**src/rtl/cache_line_bus_ctrl_pkg.sv**
```systemverilog
// Shared AHB-Lite encodings and controller state type for the cache line bus controller.
package cache_line_bus_ctrl_pkg;

  localparam logic [1:0] AHB_HTRANS_IDLE   = 2'b00;
  localparam logic [1:0] AHB_HTRANS_NONSEQ = 2'b10;
  localparam logic [1:0] AHB_HTRANS_SEQ    = 2'b11;

  localparam logic [2:0] AHB_HBURST_SINGLE = 3'b000;
  localparam logic [2:0] AHB_HBURST_INCR4  = 3'b011;
  localparam logic [2:0] AHB_HBURST_INCR8  = 3'b101;
  localparam logic [2:0] AHB_HBURST_INCR16 = 3'b111;

  typedef enum logic [1:0] {
    BUS_IDLE,
    BUS_BURST,
    BUS_LASTDATA,
    BUS_DONE
  } bus_state_e;

  // Burst type for a line of the given number of beats; unsupported counts fall back to SINGLE.
  function automatic logic [2:0] beats_to_hburst(input int beats);
    case (beats)
      4:       return AHB_HBURST_INCR4;
      8:       return AHB_HBURST_INCR8;
      16:      return AHB_HBURST_INCR16;
      default: return AHB_HBURST_SINGLE;
    endcase
  endfunction

endpackage

```
**src/rtl/cache_line_bus_ctrl_counter.sv**
```systemverilog
// Beat counter: wraps to zero after TERM, flags the terminal beat.
module bus_beat_counter #(
  parameter int W    = 3,
  parameter int TERM = 7
) (
  input  logic         clk,
  input  logic         reset,
  input  logic         en_i,
  input  logic         clr_i,
  output logic [W-1:0] cnt_o,
  output logic         term_o
);

  logic [W-1:0] cnt_q, cnt_d;

  assign term_o = (cnt_q == W'(TERM));
  assign cnt_o  = cnt_q;

  // Clear dominates; an enabled terminal beat wraps back to zero.
  always_comb begin
    cnt_d = cnt_q;
    if (clr_i)     cnt_d = '0;
    else if (en_i) cnt_d = term_o ? '0 : cnt_q + 1'b1;
  end

  // Counter register.
  always_ff @(posedge clk or posedge reset) begin
    if (reset) cnt_q <= '0;
    else       cnt_q <= cnt_d;
  end

endmodule

```
**src/rtl/cache_line_bus_ctrl.sv**
```systemverilog
// Turns a cache line fetch/writeback request into one AHB-Lite incrementing burst.
// LOGBWPL must be at least 1 (use 1 for single-beat lines).
module cache_line_bus_ctrl
  import cache_line_bus_ctrl_pkg::*;
#(
  parameter int PA_BITS = 32,
  parameter int AHBW    = 64,
  parameter int LINELEN = 512,
  parameter int LOGBWPL = 3
) (
  input  logic               clk,
  input  logic               reset,
  input  logic               Stall,
  input  logic               Flush,
  input  logic [1:0]         CacheBusRW,
  input  logic [PA_BITS-1:0] CacheBusAdr,
  input  logic [AHBW-1:0]    CacheReadDataWord,
  output logic [LINELEN-1:0] FetchBuffer,
  output logic [LOGBWPL-1:0] BeatCount,
  output logic               SelBusBeat,
  output logic               CacheBusAck,
  output logic               BusCommitted,
  output logic [PA_BITS-1:0] HADDR,
  output logic [1:0]         HTRANS,
  output logic [2:0]         HBURST,
  output logic [2:0]         HSIZE,
  output logic               HWRITE,
  output logic [AHBW-1:0]    HWDATA,
  input  logic               HREADY,
  input  logic [AHBW-1:0]    HRDATA
);

  localparam int BEATS   = LINELEN / AHBW;
  localparam int BYTEOFF = $clog2(AHBW / 8);
  localparam int OFFSET  = $clog2(LINELEN / 8);

  bus_state_e state_q, state_d;
  logic       write_q, write_d;
  logic       dact_q;                 // a data phase is on the bus this cycle
  logic [1:0] htrans;
  logic       ack;
  logic       start;

  logic [LOGBWPL-1:0] adr_beat, data_beat;
  logic               adr_term, data_term;
  logic               adr_en, data_en;

  logic [BEATS-1:0][AHBW-1:0] fb_q;
  logic [BEATS-1:0]           slice_we;
  logic                       fetch_we;
  logic                       unused_adr;

  // Reset is folded in so an asserted reset never shows a NONSEQ from IDLE.
  assign start = (state_q == BUS_IDLE) & (|CacheBusRW) & ~Flush & ~reset;

  // Address beats advance on each accepted address phase; data beats on each completed data phase.
  assign adr_en  = HREADY & (start | (state_q == BUS_BURST));
  assign data_en = HREADY & dact_q;

  bus_beat_counter #(.W(LOGBWPL), .TERM(BEATS - 1)) u_adr_beat (
    .clk    (clk),
    .reset  (reset),
    .en_i   (adr_en),
    .clr_i  (state_q == BUS_DONE),
    .cnt_o  (adr_beat),
    .term_o (adr_term)
  );

  bus_beat_counter #(.W(LOGBWPL), .TERM(BEATS - 1)) u_data_beat (
    .clk    (clk),
    .reset  (reset),
    .en_i   (data_en),
    .clr_i  (state_q == BUS_IDLE),
    .cnt_o  (data_beat),
    .term_o (data_term)
  );

  // Next state, transfer type and completion pulse.
  always_comb begin
    state_d = state_q;
    write_d = write_q;
    htrans  = AHB_HTRANS_IDLE;
    ack     = 1'b0;
    unique case (state_q)
      BUS_IDLE: begin
        if (start) begin
          htrans  = AHB_HTRANS_NONSEQ;
          write_d = CacheBusRW[0];
          // A single-beat line whose only address is accepted goes straight to its data phase.
          state_d = ((BEATS == 1) && HREADY) ? BUS_LASTDATA : BUS_BURST;
        end
      end
      BUS_BURST: begin
        // Beat 0 only appears here if it was not accepted in IDLE; keep it NONSEQ.
        htrans = (adr_beat == '0) ? AHB_HTRANS_NONSEQ : AHB_HTRANS_SEQ;
        if (HREADY && adr_term) state_d = BUS_LASTDATA;
      end
      BUS_LASTDATA: begin
        if (HREADY && dact_q && data_term) begin
          ack     = 1'b1;
          state_d = BUS_DONE;
        end
      end
      BUS_DONE: begin
        if (!Stall) state_d = BUS_IDLE;
      end
      default: state_d = BUS_IDLE;
    endcase
  end

  // State, direction and data-phase tracking registers.
  always_ff @(posedge clk or posedge reset) begin
    if (reset) begin
      state_q <= BUS_IDLE;
      write_q <= 1'b0;
      dact_q  <= 1'b0;
    end else begin
      state_q <= state_d;
      write_q <= write_d;
      if (HREADY) dact_q <= (htrans != AHB_HTRANS_IDLE);
    end
  end

  // One write enable per line slice, selected by the data beat.
  assign fetch_we = data_en & ~write_q;
  for (genvar b = 0; b < BEATS; b++) begin : g_slice
    assign slice_we[b] = fetch_we & (data_beat == LOGBWPL'(b));
  end

  // Fetch line assembly; untouched slices keep their contents.
  always_ff @(posedge clk or posedge reset) begin
    if (reset) begin
      fb_q <= '0;
    end else begin
      for (int b = 0; b < BEATS; b++)
        if (slice_we[b]) fb_q[b] <= HRDATA;
    end
  end

  assign unused_adr   = ^CacheBusAdr[OFFSET-1:0];
  assign FetchBuffer  = fb_q;
  assign BeatCount    = data_beat;
  assign SelBusBeat   = write_q & (state_q != BUS_IDLE);
  assign CacheBusAck  = ack;
  assign BusCommitted = (state_q == BUS_BURST) | (state_q == BUS_LASTDATA);
  assign HADDR        = {CacheBusAdr[PA_BITS-1:OFFSET], {OFFSET{1'b0}}}
                      | (PA_BITS'(adr_beat) << BYTEOFF);
  assign HTRANS       = htrans;
  assign HBURST       = beats_to_hburst(BEATS);
  assign HSIZE        = 3'(BYTEOFF);
  assign HWRITE       = start ? CacheBusRW[0] : (write_q & (state_q != BUS_IDLE));
  assign HWDATA       = CacheReadDataWord;

endmodule
```
**config.mk**
```make
export PLATFORM = sky130hd
export DESIGN_NAME = cache_line_bus_ctrl
export DESIGN_NICKNAME = d
export VERILOG_FILES = /design/src/rtl/cache_line_bus_ctrl_pkg.sv /design/src/rtl/cache_line_bus_ctrl_counter.sv /design/src/rtl/cache_line_bus_ctrl.sv
export SDC_FILE = /design/constraint.sdc
export NUM_CORES = 1
export LEC_CHECK = 0
export ABC_AREA = 1
export CAP_MARGIN = 40
export CORE_AREA = 2 2 307 309
export CTS_BUF_LIST = sky130_fd_sc_hd__clkbuf_16
export CTS_CLUSTER_DIAMETER = 30
export DETAILED_ROUTE_END_ITERATION = 10
export DIE_AREA = 0 0 309 311
export DONT_BUFFER_PORTS = 1
export GPL_TIMING_DRIVEN = 1
export PLACE_DENSITY_LB_ADDON = 0.3
export SLEW_MARGIN = 30
export SYNTH_ARGS = -nofsm -noshare
export SYNTH_HDL_FRONTEND = slang
export SYNTH_SLANG_ARGS = --single-unit
```
**constraint.sdc**
```tcl
create_clock -name clk -period 16.6 [get_ports clk]
set_input_delay 0 -clock clk [delete_from_list [all_inputs] [get_ports clk]]
set_output_delay 0 -clock clk [all_outputs]
set_load 0.005 [all_outputs]
```
---- After elaboration in Yosys (flattened, before gate mapping) ----
Cells that the tools add are included.
storage, ports and cells
  register bits ........................... 522
  logic and storage cells ................. 81
  input bits .............................. 167
cells by class
  eq/ne operators ......................... 15
  reductions and logical operators ........ 13
  add/sub/neg operators ................... 2
  multiplexer cells ....................... 17
  bitwise operators ....................... 21
operator list
  kind                 count
  $or 32x6->32         1
  $mux 3               6
  $and 1x1->1          15
  $eq 3x3->1 const B   5
  $mux 2               5
  $ne 2x2->1 const B   4
  $pmux 2 s4           1
  $reduce_bool 2->1    4
  $add 3x1->3 const B  2
  $eq 3x2->1 const B   2
  $logic_not 3->1      2
  $eq 2x2->1 const B   2
  $mux 1               4
  $pmux 2 s2           1
  $reduce_and 4->1     1
  $eq 3x1->1 const B   1
  $logic_and 1x1->1    3
  $not 1->1            3
  $eq 2x1->1 const B   1
  $logic_not 2->1      1
  $or 1x1->1           2
  $reduce_and 2->1     1
  $reduce_or 2->1      1

---- Depth between registers and ports, before layout ----
Gate-level depths: netlist (run 1).
  word-level depth ........................ 8
  depth in mapped cells ................... 9
  mapped depth without buffers ............ 9

---- Modules after synthesis ----
From an unflattened synthesis (run 1), not the netlist that was laid out.
second synthesis, totals
  cells, all modules ...................... 1917
  area total of the unflattened synthesis .. 19992.9 µm²
by module, submodules not included
  module               area each (µm²)  cells an instance  instances
  cache_line_bus_ctrl  19675.1          1877               1
  bus_beat_counter     158.9            20                 2

---- Least setup slack after synthesis (run 1) ----
Ideal clock, no wire load.
  path type ............................... input-to-reg
  start ................................... input port reset
  end ..................................... register u_adr_beat.cnt_q[1] (netlist: u_adr_beat.cnt_o[1])
  path buffers ............................ 0
  stages .................................. 6
  data required time ...................... 16481 ps
  slack ................................... 3880 ps
  arrival time ............................ 12601 ps
  path through ............................ inv_1 > nand3_1 > nand2_1 > nand2_1 > nand3_1 > nand2_1
on the way
  word-level cells in the longest chain between the ends .. 5
RTL lines
  item                         RTL line                           source
  start, declared              cache_line_bus_ctrl.sv:12          input logic reset,
  $not 1->1                    cache_line_bus_ctrl.sv:54          assign start = (state_q == BUS_IDLE) & (|CacheBusRW) & ~Flush & ~reset;
  $and 1x1->1                  cache_line_bus_ctrl.sv:54
  $or 1x1->1                   cache_line_bus_ctrl.sv:57          assign adr_en = HREADY & (start | (state_q == BUS_BURST));
  $and 1x1->1                  cache_line_bus_ctrl.sv:57
  $reduce_bool 2->1 (no line)  n/a
  end signal, assigned         cache_line_bus_ctrl_counter.sv:29  else cnt_q <= cnt_d;
  end, declared                cache_line_bus_ctrl_counter.sv:14  logic [W-1:0] cnt_q, cnt_d;
No other way between the ends.
A chain may end at the register's enable or synchronous reset.

---- Worst setup path in the final report (run 1) ----
  start ................................... register u_data_beat.cnt_q[2] (netlist: u_data_beat.cnt_o[2])
  end ..................................... register fb_q, in the netlist FetchBuffer[145]
on the way
  word-level cells in the longest chain between the ends .. 2
RTL lines
  item                           RTL line                           source
  start, declared                cache_line_bus_ctrl_counter.sv:14
  start signal, assigned         cache_line_bus_ctrl_counter.sv:29
  $eq 3x2->1                     cache_line_bus_ctrl.sv:127         assign slice_we[b] = fetch_we & (data_beat == LOGBWPL'(b));
  $and 1x1->1                    cache_line_bus_ctrl.sv:127
  end signal, assigned           cache_line_bus_ctrl.sv:133         fb_q <= '0;
  end signal, assigned by index  cache_line_bus_ctrl.sv:136         if (slice_we[b]) fb_q[b] <= HRDATA;
  end, declared                  cache_line_bus_ctrl.sv:48          logic [BEATS-1:0][AHBW-1:0] fb_q;
No other way between the ends.

==> results of run 1 <==
## final timing paths
path,endpoint,cells past startpoint
setup / recovery,FetchBuffer[145]$_DFFE_PP0P_,5
hold / removal,HADDR[22],0
setup reg to reg,FetchBuffer[145]$_DFFE_PP0P_,5
hold reg to reg,FetchBuffer[432]$_DFFE_PP0P_,2
max in group asynchronous,FetchBuffer[28]$_DFFE_PP0P_,7
min in group asynchronous,FetchBuffer[374]$_DFFE_PP0P_,4
## what timing repair did
item | 4_1_cts | 5_1_grt
gates resized for setup | 0 | 0
endpoints found under the hold margin | 623 | 0
hold buffers | 75 | 0
buffers inserted | 0 | 0
## layer usage
layer,global-route usage,vias to the layer above,wire (um)
met5,0,-,0
met4,0.07392,0,2922
met3,0.05129,178,6497
met2,0.2245,612,32230
met1,0.1513,6695,25090
li1,-,6156,-
## logic make-up (layout without fill, tap and decap cells)
family,count (synthesis),count (layout)
simple gates,561,561
other cells,2,11
buf+inv,295,391
compound gates,519,519
flops,522,522
fa+ha+maj,14,14
## through the flow
stage / area (um2) / std cells / setup slack (ns)
final: 25070 / 3272 / 13.61
after global routing: 25060 / 3270 / 13.35
after CTS: 25020 / 3268 / 13.47
after detailed placement: 20270 / 2982 / 13.52
after global placement: 20120 / 2976 / 13.58
after floorplan: 19590 / 1920 / 1.997
## cells in the mapped netlist
cell type  number  area share
ha_1           14      0.0090
conb_1          2     0.00038
clkbuf_1       40      0.0077
inv_1          84       0.016
nand2_2         1     0.00032
nand2_1       533        0.10
nor2_1          6      0.0012
nand4_1         4      0.0013
a21oi_1         1     0.00026
nand3_1        14      0.0036
buf_4          99       0.038
nor3_1          1     0.00026
nor2_4          1     0.00058
or2_2           1     0.00032
a211oi_1        1     0.00038
o21ai_0       346       0.089
buf_2          72       0.018
o21ai_1       171       0.044
dfrtp_1       522        0.67
## registers in the layout, summed over array words and instances, names as in the netlist
signal / cells
dact_q: 1
u_adr_beat.cnt_o: 3
u_data_beat.cnt_o: 3
FetchBuffer: 512
state_q: 2
write_q: 1
## placed cells by master (no fill, tap or decap), types with 4 or more instances in the layout
master	Yosys	final
clkinv_4	0	5
conb_1	2	9
nand4_1	4	4
clkinvlp_4	0	12
bufinv_16	0	19
dfrtp_1	522	522
nor2_1	6	6
ha_1	14	14
clkbuf_16	0	115
nand3_4	0	6
clkinv_2	0	12
buf_16	0	4
o21ai_1	171	171
dlygate4sd3_1	0	74
clkinv_1	0	19
buf_12	0	7
o21ai_0	346	346
buf_4	99	9
clkinv_16	0	4
nand3_1	14	8
nand2_1	533	531
inv_1	84	103
## critical path, cell delays in order, from the launching register on
cell,delay (ns)
dfrtp_1,0.64
inv_1,0.28
nand3_4,0.51
buf_4,0.60
buf_4,0.58
o21ai_0,0.17
## power by group through the flow
stage	Sequential [mW]	Combinational (mW)	Clock (mW)
finish	1.99	0.509	2.29
floorplan	1.86	0.394	0
detailed placement	2.02	0.495	0
global route	2.04	0.606	2.41
global placement	2.02	0.464	0
CTS	2.01	0.516	2.34
## cell type report
class	instances	area, um2	share of cell area
inverters	84	322.8	0.01288
repair buffers	96	1081	0.04313
well taps	1254	1569	0.06260
clock inverters	96	1101	0.04393
flip-flops and latches	522	13060	0.5211
multi-input cells	1103	5046	0.2013
clock buffers	115	2878	0.1148
diodes	2	5.005	0.0001997
==> metrics.txt, run 1 <==
DR vias roughly 14k; sequential-to-total area share from yosys stat 0.6678; detailed placer's ending HPWL roughly 45000 um; Placer Congestion slightly below 0.8; WL final between 60000 and 70000 um; P_leak 11.64 nW; initial core utilization 0.2109; clock sink count roughly 520; Synth cell types 19; Routed WL per cell 20.40 um; vias in the first global route 14.14k; Cell Int Power ~3.4 mW; Final Hold Viols 0; total power 4.795 mW; Worst setup SP type flop; # DRC 0; Core Footprint slightly above 90000 um2; CP endpoint kind flop; initial antenna violation count 2; Die Footprint roughly 96000 um2; clock share of power 0.478; Cells after Synth about 1.9k; max cap viols 0; DRT Pass-1 Iters 5; post-layout util 0.2702; P per Cell Area between 150 and 200 nW/um2; share of cells above drive strength 1 0.1022; Comb pwr share 0.106; Worst-Skew Late Latency 0.69 ns; FP Rows 112; I/O Pins 790; Critical Path RT between 15 and 20 ns; grt ovf 0; Hold WS approximately 0.0000020 ns; final setup violation count 0; Sw Ratio 0.2955; Synth Area in Compound Gates 0.1329; TNS Setup 0 ns; CTS buffer count 115; Root Buffer clkbuf_16; Net Sw Power approximately 1.4 mW; Via density approximately 4.2; adder-cell share of the synthesized area 0.008955; largest family of logic cells by synthesized area compound AO/OA/AOI/OAI gates; clock-pin slew on the worst setup and hold paths roughly 0.050 ns; Final nets between 2k and 2.5k; HP Start CacheBusAdr[22]; largest net degree at the start of global routing roughly 150; Reg power frac 0.416; Fill cells 9769; worst flop-to-flop path startpoint u_data_beat.cnt_o[2]$_DFFE_PP0P_; htree depth 3; syn avg cell area 10.23 um2; Iter 0 DRT Violations between 900 and 1k; Crit Path Class reg2reg; RSZ-0062 raised after global routing no; post-synthesis xor/xnor area fraction 0; Max Clock Freq 334.9 MHz; multiplexer share of the synthesized area 0; peak supply drop 0.00008566 V; Final Cycle Share 0.1799; CTS tree done; GRT Total Usage 0.1362; Least-Margin Pin Slew between 0.9 and 1 ns; IO Port Bufs 0; Synth Register Bits between 500 and 600; R2R setup slack around 14 ns; final slew viol count 0; synth warn 0; simple logic cell fraction of the synthesized area 0.1098; clk_skew ~0.054 ns; Worst Path Arrival 3.51 ns; global-route wire length before repair 97370 um; Mapped Area roughly 20000 um2; Rel. slew slack 0.3608; die height between 300 and 400 um; antenna-violating nets left 0; Critical path origin u_data_beat.cnt_o[2]$_DFFE_PP0P_; Max clock buf depth 3; worst min-delay path category in2out; die width between 300 and 400 um; status complete, no violations; Worst Path Max Fanout 46; min Tclk post-route about 3 ns; area growth from synthesis to layout 28.14%
(Power assumes the default switching activity.)
==> inputs of run 2 (changes only) <==
CORE_AREA = 2 2 310 312   (was 2 2 307 309)
DIE_AREA = 0 0 312 314   (was 0 0 309 311)
clock period = 2.7 ns   (was 16.6 ns; I/O delays follow)
==> run 2 against run 1 <==
Worst setup slack lost 13 ns. Maximum frequency grew 18%. Register-to-register slack worse by 13 ns. First-iteration DRC count is 22% higher. Clock skew decreased by 0.030 ns. Flip-flop and latch count unchanged. Sequential power increased to 6.1 times the previous value. Worst hold slack barely moved. Utilization decreased by 0.22 points. Sequential share of layout area down 0.51 points. Non-clock buffer count grew 11. Critical path type unchanged. Largest cell class unchanged.
==> metrics.txt, run 2 (same netlist as run 1, synthesis figures left out) <==
Final Hold Viols 0; # DRC 0; Worst Path Arrival about 3.1 ns; Critical Path RT 3.23 ns; largest net degree at the start of global routing approximately 150; Max clock buf depth 3; Crit Path Class reg2reg; critical path endpoint dact_q$_DFFE_PP0P_; Final Non-Filler Cells about 3.3k; Slowest cell on crit path dlygate4sd3_1; Inst Count DP 3007; clock-pin slew on the worst setup and hold paths about 0.050 ns; die width around 310 um; Reg power frac 0.411; die height between 300 and 400 um; commonest non-fill, non-tap cell in the layout nand2_1; critical path depth 10; worst min-delay path category in2out; Largest register FFs 512; Die Footprint 97970 um2; clk_skew ~0.023 ns; R2R setup slack approximately 0.17 ns; TNS Setup 0 ns; status complete, no violations; P per Cell Area approximately 1200 nW/um2; FP Rows roughly 110; I/O Pins a little under 800; most frequent cells in the layout 529 x nand2_1, 522 x dfrtp_1, 344 x o21ai_0, 173 x o21ai_1, 114 x clkbuf_16; initial antenna violation count 2; GRT Total Usage 0.1311; area growth from synthesis to layout 29.40%; Placer Congestion around 0.83; Core Footprint roughly 94000 um2; CTS tree done; IO Port Bufs 0; Cell Int Power approximately 21 mW; Comb pwr share 0.109; reg-to-reg endpoint dact_q$_DFFE_PP0P_; final slew viol count 0; Via density 4.169; Worst Path Max Fanout 5; Max Clock Freq slightly below 400 MHz; max cap viols 0; Crit path largest cell delay 0.62 ns; Least-Margin Pin Slew between 0.8 and 0.9 ns; Final nets 2113; R2R cell count 10; delay-heaviest family, CP buffers and inverters; final setup violation count 0; Root Buffer clkbuf_16; CP bufs+invs 4; vias in the first global route roughly 14k; P_leak 11.76 nW; Iter 0 DRT Violations about 1.2k; DRT Pass-1 Iters 5; Net Sw Power between 8 and 9 mW; min Tclk post-route roughly 2.5 ns; worst flop-to-flop path startpoint state_q[0]$_DFFE_PP0P_; antenna-violating nets left 0; Worst setup SP type flop; Rel. slew slack 0.4631; initial core utilization 0.2071; WHS Path Cells 0; CP endpoint kind flop; grt ovf 0; Routed WL per cell 20.01 um; crit path cell chain inv_2 > ha_4 > inv_1 > nor2_1 > nand3_1 > dlygate4sd3_1 > nand2_2 > nand2_2 > o21ai_1 > dlygate4sd3_1; Critical path origin state_q[0]$_DFFE_PP0P_; Final Cycle Share 0.9358; clock sink count 522; peak supply drop approximately 0.0006 V; RSZ-0062 raised after global routing no; htree depth 3; CTS buffer count about 110; WL final approximately 66000 um; Sw Ratio 0.2955; detailed placer's ending HPWL 45210 um; global-route wire length before repair about 97000 um; Worst-Skew Late Latency approximately 0.67 ns; share of cells above drive strength 1 0.1139; DR vias between 10k and 15k; clock share of power 0.480
==> run 2: final cells by class <==
class | instances | area [um2]
fill | 9931 | 69130
multi-input combinational | 1103 | 5064
sequential | 522 | 13060
antenna | 1 | 2.502
clock inverter | 98 | 1157
clock buffer | 114 | 2853
inverter | 84 | 319.1
timing repair buffer | 107 | 1271
tap | 1265 | 1583
==> run 2: power by group through the flow <==
stage	Clock [mW]	Combinational [mW]	Sequential, mW
floorplan	0	2.43	11.4
finish	14.2	3.23	12.2
detailed placement	0	3.14	12.4
global placement	0	2.98	12.3
CTS	14.5	3.27	12.3
global route	14.9	3.81	12.5
==> run 2: timing repair <==
| action | 4_1_cts | 5_1_grt |
|---|---|---|
| hold buffers | 74 | 0 |
| endpoints found under the setup margin | 0 | 2 |
| setup buffers | 0 | 0 |
| endpoints found under the hold margin | 920 | 0 |
| gates resized for setup | 0 | 4 |
==> run 2: worst min-delay path by stage <==
stage | from | slack (ns) | endpoint
finish | CacheReadDataWord[27] | 0.000001 | HWDATA[27]
global route | CacheReadDataWord[18] | 0.000008 | HWDATA[18]
CTS | CacheBusAdr[10] | 0.00003 | HADDR[10]
detailed placement | reset | -0.02 | FetchBuffer[287]$_DFFE_PP0P_
global placement | reset | -0.02 | FetchBuffer[287]$_DFFE_PP0P_
floorplan | HREADY | 0.08 | dact_q$_DFFE_PP0P_
==> run 2: metrics by stage <==
step / utilization / cell area, um2 / setup slack [ns] / hold WS (ns) / power (mW)
after floorplan: - / 19600 / -6.342 / 0.08063 / 13.84
after global placement: 0.2174 / 20530 / 0.6885 / -0.01859 / 15.31
after detailed placement: 0.2175 / 20550 / 0.6567 / -0.01735 / 15.50
after CTS: 0.2678 / 25300 / 0.008133 / 0.00003458 / 30.01
after global routing: 0.2680 / 25310 / 0.05132 / 0.000007955 / 31.21
final: 0.2680 / 25310 / 0.1733 / 0.000001430 / 29.67
==> run 2: worst register-to-register path, cell delays in order, from the launching register on <==
cell and delay, ns:
dfrtp_1 0.41, inv_2 0.09, ha_4 0.18, inv_1 0.12, nor2_1 0.05, nand3_1 0.08
dlygate4sd3_1 0.62, nand2_2 0.13, nand2_2 0.12, o21ai_1 0.07, dlygate4sd3_1 0.56
==> run 2: routing by layer <==
metal,vias to the layer above,GRT usage,wire length (um)
li1,6193,-,-
met1,6710,0.1464,24260
met2,653,0.2176,32120
met3,177,0.05191,6833
met4,0,0.06501,2706
met5,-,0,0
==> inputs of run 3 (changes only) <==
clock period = 2.15 ns   (was 2.7 ns; I/O delays follow)
==> run 3 against run 2 <==
Clock power increased by 26%. Worst hold slack about the same. Cell area shrank 0.23%. Critical path type is now reg2out. Critical endpoint is now CacheBusAck. Highest routed layer unchanged.
==> metrics.txt, run 3 (same netlist as run 1, synthesis figures left out) <==
commonest non-fill, non-tap cell in the layout nand2_1; slack of the critical path 0.1355 ns; final slew viol count 0; Slowest cell on crit path dfrtp_1; Inst Count DP roughly 3k; clock-pin slew on the worst setup and hold paths ~0.04 ns; Critical Path RT ~2.2 ns; Crit path top cell by count ha_1; clock sink count about 520; Max clock buf depth 3; Worst-Skew Late Latency around 0.69 ns; CTS tree done; Final Non-Filler Cells ~3.3k; WL final 64910 um; P per Cell Area 1476 nW/um2; clk_skew roughly 0.04 ns; Iter 0 DRT Violations 1177; worst min-delay path category in2out; Routed WL per cell between 15 and 20 um; vias in the first global route about 14k; global-route wire length before repair around 95000 um; Largest register FFs a little over 500; DRT Pass-1 Iters 5; final setup violation count 0; Rel. slew slack 0.4357; die height ~310 um; initial core utilization 0.2071; die width between 300 and 400 um; most frequent cells in the layout 529 x nand2_1, 522 x dfrtp_1, 344 x o21ai_0, 172 x o21ai_1, 113 x clkbuf_16; Placer Congestion just over 0.8; delay-heaviest family, CP adder cells; RSZ-0062 raised after global routing no; Final Cycle Share 0.9370; Die Footprint about 98000 um2; Final nets approximately 2.1k; postcts setup bufs 0; peak supply drop 0.0007018 V; Final Hold Viols 0; GRT Total Usage 0.1287; Least-Margin Pin Slew between 0.8 and 0.9 ns; # DRC 0; CP bufs+invs 0; crit path cell chain ha_1 > ha_1 > nand2_1 > nor2_1; Crit path largest cell delay 0.51 ns; grt ovf 0; Worst Path Max Fanout 5; Max Clock Freq 496.4 MHz; Via density 4.163; total power between 30 and 40 mW; IO Port Bufs 0; CTS buffer count 112; area growth from synthesis to layout 29.10%; Core Footprint 94450 um2; Root Buffer clkbuf_16; status complete, no violations; detailed placer's ending HPWL 44620 um; FP Rows between 100 and 150; initial antenna violation count 2; htree depth 3; min Tclk post-route a little over 2 ns; share of cells above drive strength 1 0.1160; CP endpoint kind primary output; I/O Pins 790; Place WS between 0.3 and 0.4 ns; P_leak 11.69 nW; DR vias ~14k; post-layout util 0.2674; antenna-violating nets left 0; Worst setup SP type flop; max cap viols 0; Worst Path Arrival approximately 2 ns; Crit Path Class reg2out; Hold WS 0.000002006 ns; largest net degree at the start of global routing 138
-- run 3: cell count changes in the layout (fill, tap and decap cells not counted), moves of 3 or more --
cell and change:
clkinv_1 -4, clkinv_2 -3, clkinv_4 +6, clkinvlp_4 +4, inv_1 -6
-- run 3: per-layer routing --
metal	track usage	vias up	wire length (um)
li1	-	6164	-
met1	0.1474	6698	24380
met2	0.2121	633	31660
met3	0.04598	172	6097
met4	0.06545	0	2773
met5	0	-	0
-- run 3: final timing paths --
path	depth (start not counted)	from	slack [ns]	end
setup / recovery	4	u_data_beat.cnt_o[0]$_DFFE_PP0P_	0.14	CacheBusAck
setup reg to reg	9	state_q[0]$_DFFE_PP0P_	0.17	dact_q$_DFFE_PP0P_
min in group asynchronous	3	reset	0.13	FetchBuffer[239]$_DFFE_PP0P_
hold / removal	0	CacheReadDataWord[33]	0.000002	HWDATA[33]
hold reg to reg	2	FetchBuffer[303]$_DFFE_PP0P_	0.51	FetchBuffer[303]$_DFFE_PP0P_
max in group asynchronous	4	reset	1.13	FetchBuffer[493]$_DFFE_PP0P_
-- run 3: repair_timing --
| action | CTS | global route |
|---|---|---|
| gates resized for setup | 2 | 4 |
| hold endpoints to repair | 974 | 0 |
| pin swaps | 0 | 1 |
| hold buffers | 72 | 0 |
| endpoints found under the setup margin | 1 | 3 |
-- run 3: through the flow --
| step | setup TNS, ns | instance area, um2 |
|---|---|---|
| 5_1_grt | 0 | 25250 |
| 3_3_place_gp | 0 | 20500 |
| 6_report | 0 | 25250 |
| 2_1_floorplan | -2646.01 | 19600 |
| 3_5_place_dp | 0 | 20500 |
| 4_1_cts | 0 | 25240 |
-- run 3: cell type report --
| type | instances | area (um2) |
|---|---|---|
| Multi-Input combinational cell | 1103 | 5072 |
| Sequential cell | 522 | 13060 |
| Tap cell | 1265 | 1583 |
| Clock inverter | 94 | 1186 |
| Clock buffer | 113 | 2828 |
| Timing Repair Buffer | 101 | 1201 |
| Antenna cell | 1 | 2.502 |
| Fill cell | 9984 | 69190 |
| Inverter | 84 | 319.1 |
-- run 3: power by group --
part	internal, mW	total, mW	switching, mW
Combinational	1.60	4.03	2.43
Sequential	12.6	15.3	2.76
Clock	12.1	17.9	5.79
Total	26.3	37.3	11.0
